`src/rtl/seq_shift_unit.sv`:
```
// Iterative shift unit: start/done handshake, one bit per SHIFT cycle by default.
// Define SHIFT_FAST_EN to shift up to four bits per cycle (same results, shorter latency).
module seq_shift_unit #(
    parameter int WIDTH = 32,
    parameter int SHW   = 5
) (
    input  logic             clk,
    input  logic             rst,
    input  logic             start,
    input  logic             kill,
    input  logic [WIDTH-1:0] a,
    input  logic [SHW-1:0]   shamt,
    input  logic [1:0]       alufn,
    output logic             busy,
    output logic             done,
    output logic [WIDTH-1:0] r
);

    typedef enum logic [1:0] {
        IDLE  = 2'd0,
        SHIFT = 2'd1,
        DONE  = 2'd2
    } state_t;

    state_t           state_q, state_d;
    logic [SHW-1:0]   count_q, count_d;
    logic [WIDTH-1:0] work_q, work_d;
    logic [1:0]       type_q, type_d;
    logic [WIDTH-1:0] r_q, r_d;

    logic [SHW-1:0]   step;
    logic [WIDTH-1:0] shifted;

    always_comb begin
`ifdef SHIFT_FAST_EN
        step = (count_q > SHW'(4)) ? SHW'(4) : count_q;
`else
        step = SHW'(1);
`endif
    end

    always_comb begin
        shifted = work_q;
        case (type_q)
            2'b00:   shifted = work_q >> step;
            2'b01:   shifted = work_q << step;
            2'b10:   shifted = $signed(work_q) >>> step;
            default: shifted = work_q;
        endcase
    end

    // IDLE and DONE accept a new operation identically; kill always suppresses acceptance.
    always_comb begin
        state_d = state_q;
        count_d = count_q;
        work_d  = work_q;
        type_d  = type_q;
        r_d     = r_q;
        case (state_q)
            IDLE, DONE: begin
                state_d = IDLE;
                if (start && !kill) begin
                    work_d  = a;
                    count_d = shamt;
                    type_d  = alufn;
                    if (shamt == '0) begin
                        state_d = DONE;
                        r_d     = a;
                    end else begin
                        state_d = SHIFT;
                    end
                end
            end
            SHIFT: begin
                if (kill) begin
                    state_d = IDLE;
                end else begin
                    work_d  = shifted;
                    count_d = count_q - step;
                    // r is loaded on the way into DONE so it is valid alongside done.
                    if (count_q == step) begin
                        state_d = DONE;
                        r_d     = shifted;
                    end
                end
            end
            default: state_d = IDLE;
        endcase
    end

    always_ff @(posedge clk) begin
        if (rst) begin
            state_q <= IDLE;
            count_q <= '0;
            work_q  <= '0;
            type_q  <= '0;
            r_q     <= '0;
        end else begin
            state_q <= state_d;
            count_q <= count_d;
            work_q  <= work_d;
            type_q  <= type_d;
            r_q     <= r_d;
        end
    end

    assign busy = (state_q == SHIFT);
    assign done = (state_q == DONE);
    assign r    = r_q;

endmodule
```
`config.mk`:
```
export PLATFORM = sky130hd
export DESIGN_NAME = seq_shift_unit
export DESIGN_NICKNAME = d
export VERILOG_FILES = /design/src/rtl/seq_shift_unit.sv
export SDC_FILE = /design/constraint.sdc
export NUM_CORES = 1
export LEC_CHECK = 0
export CAP_MARGIN = 20
export CORE_MARGIN = 5
export CORE_UTILIZATION = 45
export CTS_BUF_LIST = sky130_fd_sc_hd__clkbuf_8 sky130_fd_sc_hd__clkbuf_16
export DETAILED_ROUTE_END_ITERATION = 10
export GPL_TIMING_DRIVEN = 0
export PLACE_DENSITY_LB_ADDON = 0.08
export RECOVER_POWER = 100
export SLEW_MARGIN = 40
export SYNTH_ARGS = -nofsm -noshare
export SYNTH_HDL_FRONTEND = slang
export SYNTH_SLANG_ARGS = --single-unit
```
`constraint.sdc`:
```
create_clock -name clk -period 2.8 [get_ports clk]
set_input_delay 0.7 -clock clk [delete_from_list [all_inputs] [get_ports clk]]
set_output_delay 0.7 -clock clk [all_outputs]
set_load 0.01 [all_outputs]
```
== After elaboration in Yosys (flattened, before gate mapping) ==
Cells that the tools add are included.

* $add $sub $neg: 1
* Eq/ne operators: 10
* Muxes and demuxes: 17
* Reductions and logical operators: 10

{| class="wikitable"
|+ Operator list
! cell !! count
|-
| $mux 32 || 6
|-
| $pmux 32 s2 || 2
|-
| $pmux 32 s3 || 1
|-
| $mux 5 || 2
|-
| $pmux 5 s2 || 1
|-
| $mux 2 || 4
|-
| $ne 2x2->1 const B || 3
|-
| $eq 5x1->1 const B || 1
|-
| $logic_not 5->1 || 1
|-
| $reduce_and 5->1 || 1
|-
| $sub 5x1->5 const B || 1
|-
| $eq 2x1->1 const B || 2
|-
| $eq 2x2->1 const B || 2
|-
| $logic_not 2->1 || 2
|-
| $pmux 2 s2 || 1
|-
| $ne 3x2->1 const B || 1
|-
| $reduce_and 3->1 || 1
|-
| $ne 2x1->1 const B || 1
|-
| $reduce_and 2->1 || 1
|-
| $reduce_bool 2->1 || 1
|-
| $reduce_or 2->1 || 1
|-
| $logic_and 1x1->1 || 1
|-
| $logic_not 1->1 || 1
|}

* Register bits after elaboration: 73
* Bits of input ports: 43
* Output and inout bits: 34
* Logic and storage cells: 43

== Longest topological paths before layout ==
Gate-level depths: netlist (run 1).

* Depth after elaboration: 5
* Mapped depth: 7
* Mapped depth without buffers: 6

== Least setup slack after synthesis (run 1) ==
OpenSTA, ideal clock, no wires.

* Path kind: in2reg
* From: input shamt[3]
* To: register r_q[10], in the netlist r[10]
* Library setup time: 0.146 ns
* Data arrival time: 1.888 ns
* Data required time: 2.654 ns
* Slack: 0.766 ns
* Stages on the path: 5
* Buffers on the path: 1
* Path through: or4_4 > o21bai_4 > and3_4 > buf_12 > a211oi_2

* Word-level cells in the longest chain between the ends: 3

{| class="wikitable"
|+ Ends and longest elaborated chain
! element !! line !! RTL
|-
| from (decl) || 12 || <nowiki>input logic [SHW-1:0] shamt,</nowiki>
|-
| $logic_not 5->1 || 66 || <nowiki>if (shamt == '0) begin</nowiki>
|-
| $ne 2x2->1 (no line) || n/a ||
|-
| $reduce_and 5->1 (no line) || n/a ||
|-
| to (signal assigned) || 103 || <nowiki>r_q <= r_d;</nowiki>
|-
| to (decl) || 29 || <nowiki>logic [WIDTH-1:0] r_q, r_d;</nowiki>
|}

Every way passes these cells.
A chain may end at the register's enable or synchronous reset.

== Worst setup path after layout (run 1) ==
* From: input start
* To: register work_q[23]

* Word-level cells in the longest chain between the ends: 3

{| class="wikitable"
|+ Ends and longest elaborated chain
! element !! line !! RTL
|-
| from (decl) || 9 || <nowiki>input logic start,</nowiki>
|-
| $logic_and 1x1->1 || 62 || <nowiki>if (start && !kill) begin</nowiki>
|-
| $ne 2x2->1 (no line) || n/a ||
|-
| $reduce_and 3->1 (no line) || n/a ||
|-
| to (signal assigned) || 101 || <nowiki>work_q <= work_d;</nowiki>
|-
| to (decl) || 27 || <nowiki>logic [WIDTH-1:0] work_q, work_d;</nowiki>
|}

Every way passes these cells.

==> results of run 1 <==
## cells in the final DEF, fill, tap and decap left out, types with 8 or more instances in the layout
cell / netlist / final
o21ai_0: 8 / 8
a31oi_1: 30 / 30
clkbuf_1: 23 / 26
a21oi_1: 39 / 39
a211oi_1: 60 / 61
nand2_1: 12 / 12
a211oi_2: 30 / 29
mux2i_1: 33 / 33
buf_2: 14 / 9
clkdlybuf4s50_1: 0 / 41
dfxtp_1: 73 / 73
dlygate4sd3_1: 0 / 34
nor2_1: 65 / 65
clkbuf_8: 0 / 9
## power by group through the flow
stage	Combinational, mW	Sequential, mW	Clock (mW)
CTS	0.479	1.14	0.908
finish	0.468	1.14	0.891
floorplan	0.297	1.16	0
global route	0.520	1.15	0.951
detailed placement	0.477	1.17	0
global placement	0.469	1.17	0
## kinds of logic (layout without fill, tap and decap cells)
logic type / Yosys count / after routing / synth area share [%]
AO/OA/AOI/OAI: 181 / 181 / 35.7
adder cells (fa/ha/maj): 2 / 2 / 0.640
buffers and inverters: 54 / 144 / 7.65
flip-flops: 73 / 73 / 37.4
multiplexers: 33 / 33 / 8.45
AND/OR/NAND/NOR: 93 / 93 / 10.1
## worst min path at each step
stage / to / slack (ns) / cells after the start
after global routing: r[0] / 0.49 / 2
after CTS: r[31] / 0.47 / 2
after detailed placement: r[31] / 0.46 / 2
after global placement: r[31] / 0.45 / 2
final: r[31] / 0.46 / 2
after floorplan: count_q[1] / 0.45 / 2
## state kept, by name, indices dropped and copies added, names as in the netlist
| register | count |
|---|---|
| state_q | 2 |
| r | 32 |
| type_q | 2 |
| work_q | 32 |
| count_q | 5 |
## per-layer routing
metal	vias to the layer above	share of wire, %
met2	104	48
met3	8	5.2
met1	1727	46
met5	-	0
met4	0	0.90
li1	1798	-
## area by class of cell
| class | instances | share of cell area, % |
|---|---|---|
| clock inverter | 6 | 1.71 |
| tap | 108 | 2.72 |
| multi-input combinational | 309 | 42.7 |
| buffer | 48 | 5.48 |
| sequential | 73 | 29.4 |
| clock buffer | 9 | 2.49 |
| timing repair buffer | 75 | 15.1 |
| inverter | 6 | 0.453 |
## worst reg2reg max path, stage by stage (launching register included)
cell,delay (ns)
dfxtp_1,0.33
inv_1,0.08
ha_1,0.14
inv_1,0.04
o41ai_2,0.85
clkbuf_1,0.48
a31oi_1,0.18
a211oi_2,0.21
==> reports/qor.yml, run 1 <==
hp-start: "r[31]"
dieArea_mm2: 0.0106
slew_headroom_pct: 26.6
syn_inst: 436
ff2ff_path_depth: 7
finalSetupViolations: 0
critical_path_class: "primary input to flop"
final_nets: 567
crit_path_cell_trace: "dlygate4sd3_1 -> nand2b_1 -> clkbuf_1 -> a21oi_2 -> clkbuf_1 -> clkbuf_2 -> a211oi_1"
path_depth: 7
drc: 0
cap_violations: 0
synthFlopType: "dfxtp_1"
rsz0062_at_grt: "no"
holdBufCountCts: 0
portBuffers: 75
cp-startpoint: "start"
seq_area_frac_synth_pct: 37.4
final-max-slew-violation-count: 0
power_density_mw_per_mm2: 503
sw_frac_of_total_pct: 28.5
wire_per_inst_um: 17.5
max-vdd-ir-drop_uv: 227
final_util_pct: 57.9
arrival_ns: 2.81
postSynth.asyncResetShare_pct: 0
met1_usage_pct: 29.8
clock_latency_ns: 0.35
num-fill-cells: 825
critPathTopFamily: "buffers and inverters"
dieHeight_um: 103
groute.usage.overall_pct: 21.7
ys_top_cells_by_area: "dfxtp_1, a211oi_1, a211oi_2"
post-route-cell-area_mm2: 0.00497
synth_seq_cells: 73
yosysTopAreaCellShare_pct: 37.4
r2r_slack_ns: 0.41
cpMostUsedCell: "clkbuf_1"
dp_hpwl_um: 8080
numCtsBuffers: 9
tns_ns: 0
via_count: 3637
synth_area_mm2: 0.00391
drive_gt1_share_pct: 12.9
post-route-period-util_pct: 93.3
cpPeakStageDelay_ns: 0.53
placed_cells: 619
multiInputGateArea_mm2: 0.00212
pin_count: 77
hold_violations: 0
final_cells: 634
gr-usage-met3_pct: 4.49
placed_area_mm2: 0.00479
r2r-end: "r[11]"
core_mm2: 0.00859
grt_pass1_vias: 3685
synth_edf_count: 0
power.total_mw: 2.50
top_usage_layer: "met2"
num_rows: 34
finalWorstSetupSlack_ns: 0.187
worst-path-buf-inv: 4
power_frac_seq_pct: 45.7
critPathCaptureType: "flop"
routed_wl_um: 11100
cts-resized-gates: 0
status: "complete, no violations"
comb_power_share_pct: 18.7
clk_path_buf_depth: 2
endpoint: "work_q[23]"
crit_slowest_cell: "dlygate4sd3_1"
synth_commonest_cells: "dfxtp_1, nor2_1, a211oi_1"
yosys_warnings: 0
grt_max_degree: 13
startpoint_type: "primary input"
grt_antenna_before_repair: 0
vias_per_cell: 5.74
yosysUniqueCellTypes: 37
gp_congestion: 0.828
cts_setup_buffers: 0
fin_crit_ns: 2.61
synth_nets: 481
tightest_slew_ns: 1.09
clk_pin_slew_worst_paths_ns: 0.08
synth.largest_area_cell: "dfxtp_1"
numClockSinks: 73
skew_ns: 0.0129
cts_root_buf: "clkbuf_8"
grtUsageMet2_pct: 35.8
worstPathRequired_ns: 3.00
area_delta_synth_final_pct: 27.3
p_leak_nw: 1.67
worstHoldPathType: "flop to flop"
drt_iter0_markers: 163
die_w_um: 103
cts_tree: "yes"
dr.pass1.iters: 4
synth_area_per_cell_um2: 8.96
overflow: 0
preCtsSetupSlack_ns: 0.128
hold_ws_ns: 0.460
p_int_mw: 1.79
power.switching_mw: 0.712
power_frac_clock_pct: 35.6
rr_startpoint: "count_q[1]"
final_antenna_net_count: 0
htreeDepth: 3
max_freq_ghz: 0.383
critical_path.max_fanout: 10
initial_utilization_pct: 45.5
grt_pass1_wl_um: 18300
yosys.cell_count.top_type: "dfxtp_1"
antennaDiodeCount: 0
seq_area_mm2: 0.00146
No activity file was read; power rests on OpenSTA's default activity.
==> run 2, diff against run 1 <==
ABC_CLOCK_PERIOD_IN_PS = 2800   (was not set)
CORE_MARGIN = 3   (was 5)
CORE_UTILIZATION = 55   (was 45)
==> reports/qor.yml, run 2 (synthesis gave the netlist of run 1 again) <==
status: "complete, no violations"
startpoint_type: "flop"
routed_wl_um: 10900  # -1.7%
max_freq_ghz: 0.385  # +0.71%
cap_violations: 0  # unchanged
multiInputGateArea_mm2: 0.00212  # -0.12%
via_count: 3840  # +5.6%
p_int_mw: 1.81  # +1.2%
holdPathEnd: "r[31]"
vias_per_cell: 6.17  # +7.6%
final_cell_mix: "dfxtp_1, nor2_1, a211oi_1"
holdBufCountCts: 0  # unchanged
mostFrequentLayoutCell: "dfxtp_1"
critPathCaptureType: "primary output"
post-route-period-util_pct: 92.7  # -0.66 points
initial_utilization_pct: 57.2  # +12 points
dieHeight_um: 90.3  # -12%
finalWorstSetupSlack_ns: 0.206  # +0.0184 ns
tightest_slew_ns: 1.05  # -0.0388 ns
cts_tree: "yes"
cts_setup_buffers: 0  # unchanged
power_frac_seq_pct: 45.6  # about the same
dr.pass1.iters: 5  # +1
power.switching_mw: 0.704  # -1.1%
preCtsSetupSlack_ns: 0.0999  # -0.0283 ns
worstHoldPathType: "flop to flop"
cts-resized-gates: 0  # unchanged
grt_max_degree: 12  # -1
sw_frac_of_total_pct: 28.0  # -0.47 points
clk_pin_slew_worst_paths_ns: 0.07  # about the same
hold_violations: 0  # unchanged
fin_crit_ns: 2.59  # -0.0184 ns
comb_power_share_pct: 18.8  # about the same
cts_root_buf: "clkbuf_8"
critical_path_class: "flop to primary output"
groute.usage.overall_pct: 26.4  # +4.7 points
min_path_cells: 2  # unchanged
final_cells: 622  # -1.9%
final-max-slew-violation-count: 0  # unchanged
drc: 0  # unchanged
ff2ff_path_depth: 7  # unchanged
final_nets: 567  # unchanged
grt_pass1_wl_um: 17700  # -2.9%
cpPeakStageDelay_ns: 0.58  # +0.05 ns
path_depth: 5  # -2
drive_gt1_share_pct: 12.4  # -0.57 points
rsz0062_at_grt: "no"
overflow: 0  # unchanged
pin_count: 77  # unchanged
wire_per_inst_um: 17.6  # +0.24%
clk_path_buf_depth: 2  # unchanged
grt_pass1_vias: 3584  # -2.7%
crit_path_cell_trace: "nand2b_1 -> buf_2 -> inv_2 -> clkbuf_2 -> clkdlybuf4s50_1"
die_w_um: 90.3  # -12%
p_leak_nw: 1.67  # +0.45%
worstPathRequired_ns: 2.10  # -0.90 ns
final_antenna_net_count: 0  # unchanged
htreeDepth: 3  # unchanged
r2r-end: "r[14]"
seq_area_mm2: 0.00146  # unchanged
grt_antenna_before_repair: 0  # unchanged
drt_iter0_markers: 239  # +47%
skew_ns: 0.0108  # -0.00202 ns
crit_slowest_cell: "clkdlybuf4s50_1"
critPathTopFamily: "buffers and inverters"
worst-path-buf-inv: 4  # unchanged
dieArea_mm2: 0.00815  # -23%
portBuffers: 75  # unchanged
numCtsBuffers: 9  # unchanged
numClockSinks: 73  # unchanged
power_density_mw_per_mm2: 507  # +0.83%
rr_startpoint: "count_q[1]"
arrival_ns: 1.89  # -0.92 ns
num-fill-cells: 567  # -31%
num_rows: 30  # -12%
max-vdd-ir-drop_uv: 222  # -2.1%
tns_ns: 0  # unchanged
final_util_pct: 72.6  # +15 points
gp_congestion: 0.912  # +10%
power.total_mw: 2.52  # +0.50%
clock_latency_ns: 0.35  # about the same
hp-start: "r[31]"
placed_cells: 607  # -1.9%
power_frac_clock_pct: 35.6  # about the same
area_delta_synth_final_pct: 26.9
critical_path.max_fanout: 10  # unchanged
dp_hpwl_um: 7700  # -4.7%
slew_headroom_pct: 29.2  # +2.6 points
core_mm2: 0.00683  # -21%
antennaDiodeCount: 0  # unchanged
r2r_slack_ns: 0.42  # about the same
finalSetupViolations: 0  # unchanged
## run 2: cell types whose count changed in the layout (fill, tap and decap cells not counted)
cell | previous run | this run
clkinv_4 | 1 | 0
clkinvlp_4 | 1 | 0
a21oi_2 | 1 | 0
a211oi_1 | 61 | 63
a21oi_4 | 0 | 1
clkbuf_8 | 9 | 10
a211oi_2 | 29 | 27
inv_1 | 6 | 7
## run 2: per-stage QoR
step | instance area (µm²) | hold slack, ns
global placement | 4780 | 0.449
floorplan | 3910 | 0.445
global route | 4960 | 0.501
detailed placement | 4780 | 0.459
CTS | 4990 | 0.470
finish | 4960 | 0.460
## run 2: per-layer routing
layer / wire, µm / GRT usage [%] / up-vias
li1: - / - / 1804
met1: 4830 / 37.4 / 1839
met4: 144 / 8.55 / 0
met5: 0 / 0 / -
met3: 804 / 4.08 / 15
met2: 5150 / 41.4 / 182
## run 2: worst max-delay path by stage
| stage | startpoint | to | slack, ns |
|---|---|---|---|
| after floorplan | shamt[3] | r[10] | 0.77 |
| after global placement | shamt[3] | r[5] | 0.13 |
| after detailed placement | shamt[3] | r[10] | 0.1 |
| after CTS | state_q[0] | busy | 0.21 |
| after global routing | state_q[0] | busy | 0.12 |
| final | state_q[0] | busy | 0.21 |
## run 2: cell type report
class,count,area share (%)
clock buffer,10,2.78
inverter,6,0.454
clock inverter,5,1.46
sequential,73,29.5
multi-input combinational,309,42.8
timing repair buffer,75,15.1
buffer,48,5.50
tap,96,2.42
## run 2: power groups by stage
stage | clock [mW] | combinational [mW] | sequential [mW]
after floorplan | 0 | 0.297 | 1.16
after global placement | 0 | 0.459 | 1.17
after detailed placement | 0 | 0.470 | 1.17
after CTS | 0.901 | 0.477 | 1.15
after global routing | 0.941 | 0.511 | 1.15
final | 0.896 | 0.472 | 1.15
## run 2: worst min-delay path, delay by kind of cell, from the launching register on
family,cells,cell delay [ns]
simple gates,1,0.05
mux,1,0.06
flops,1,0.31
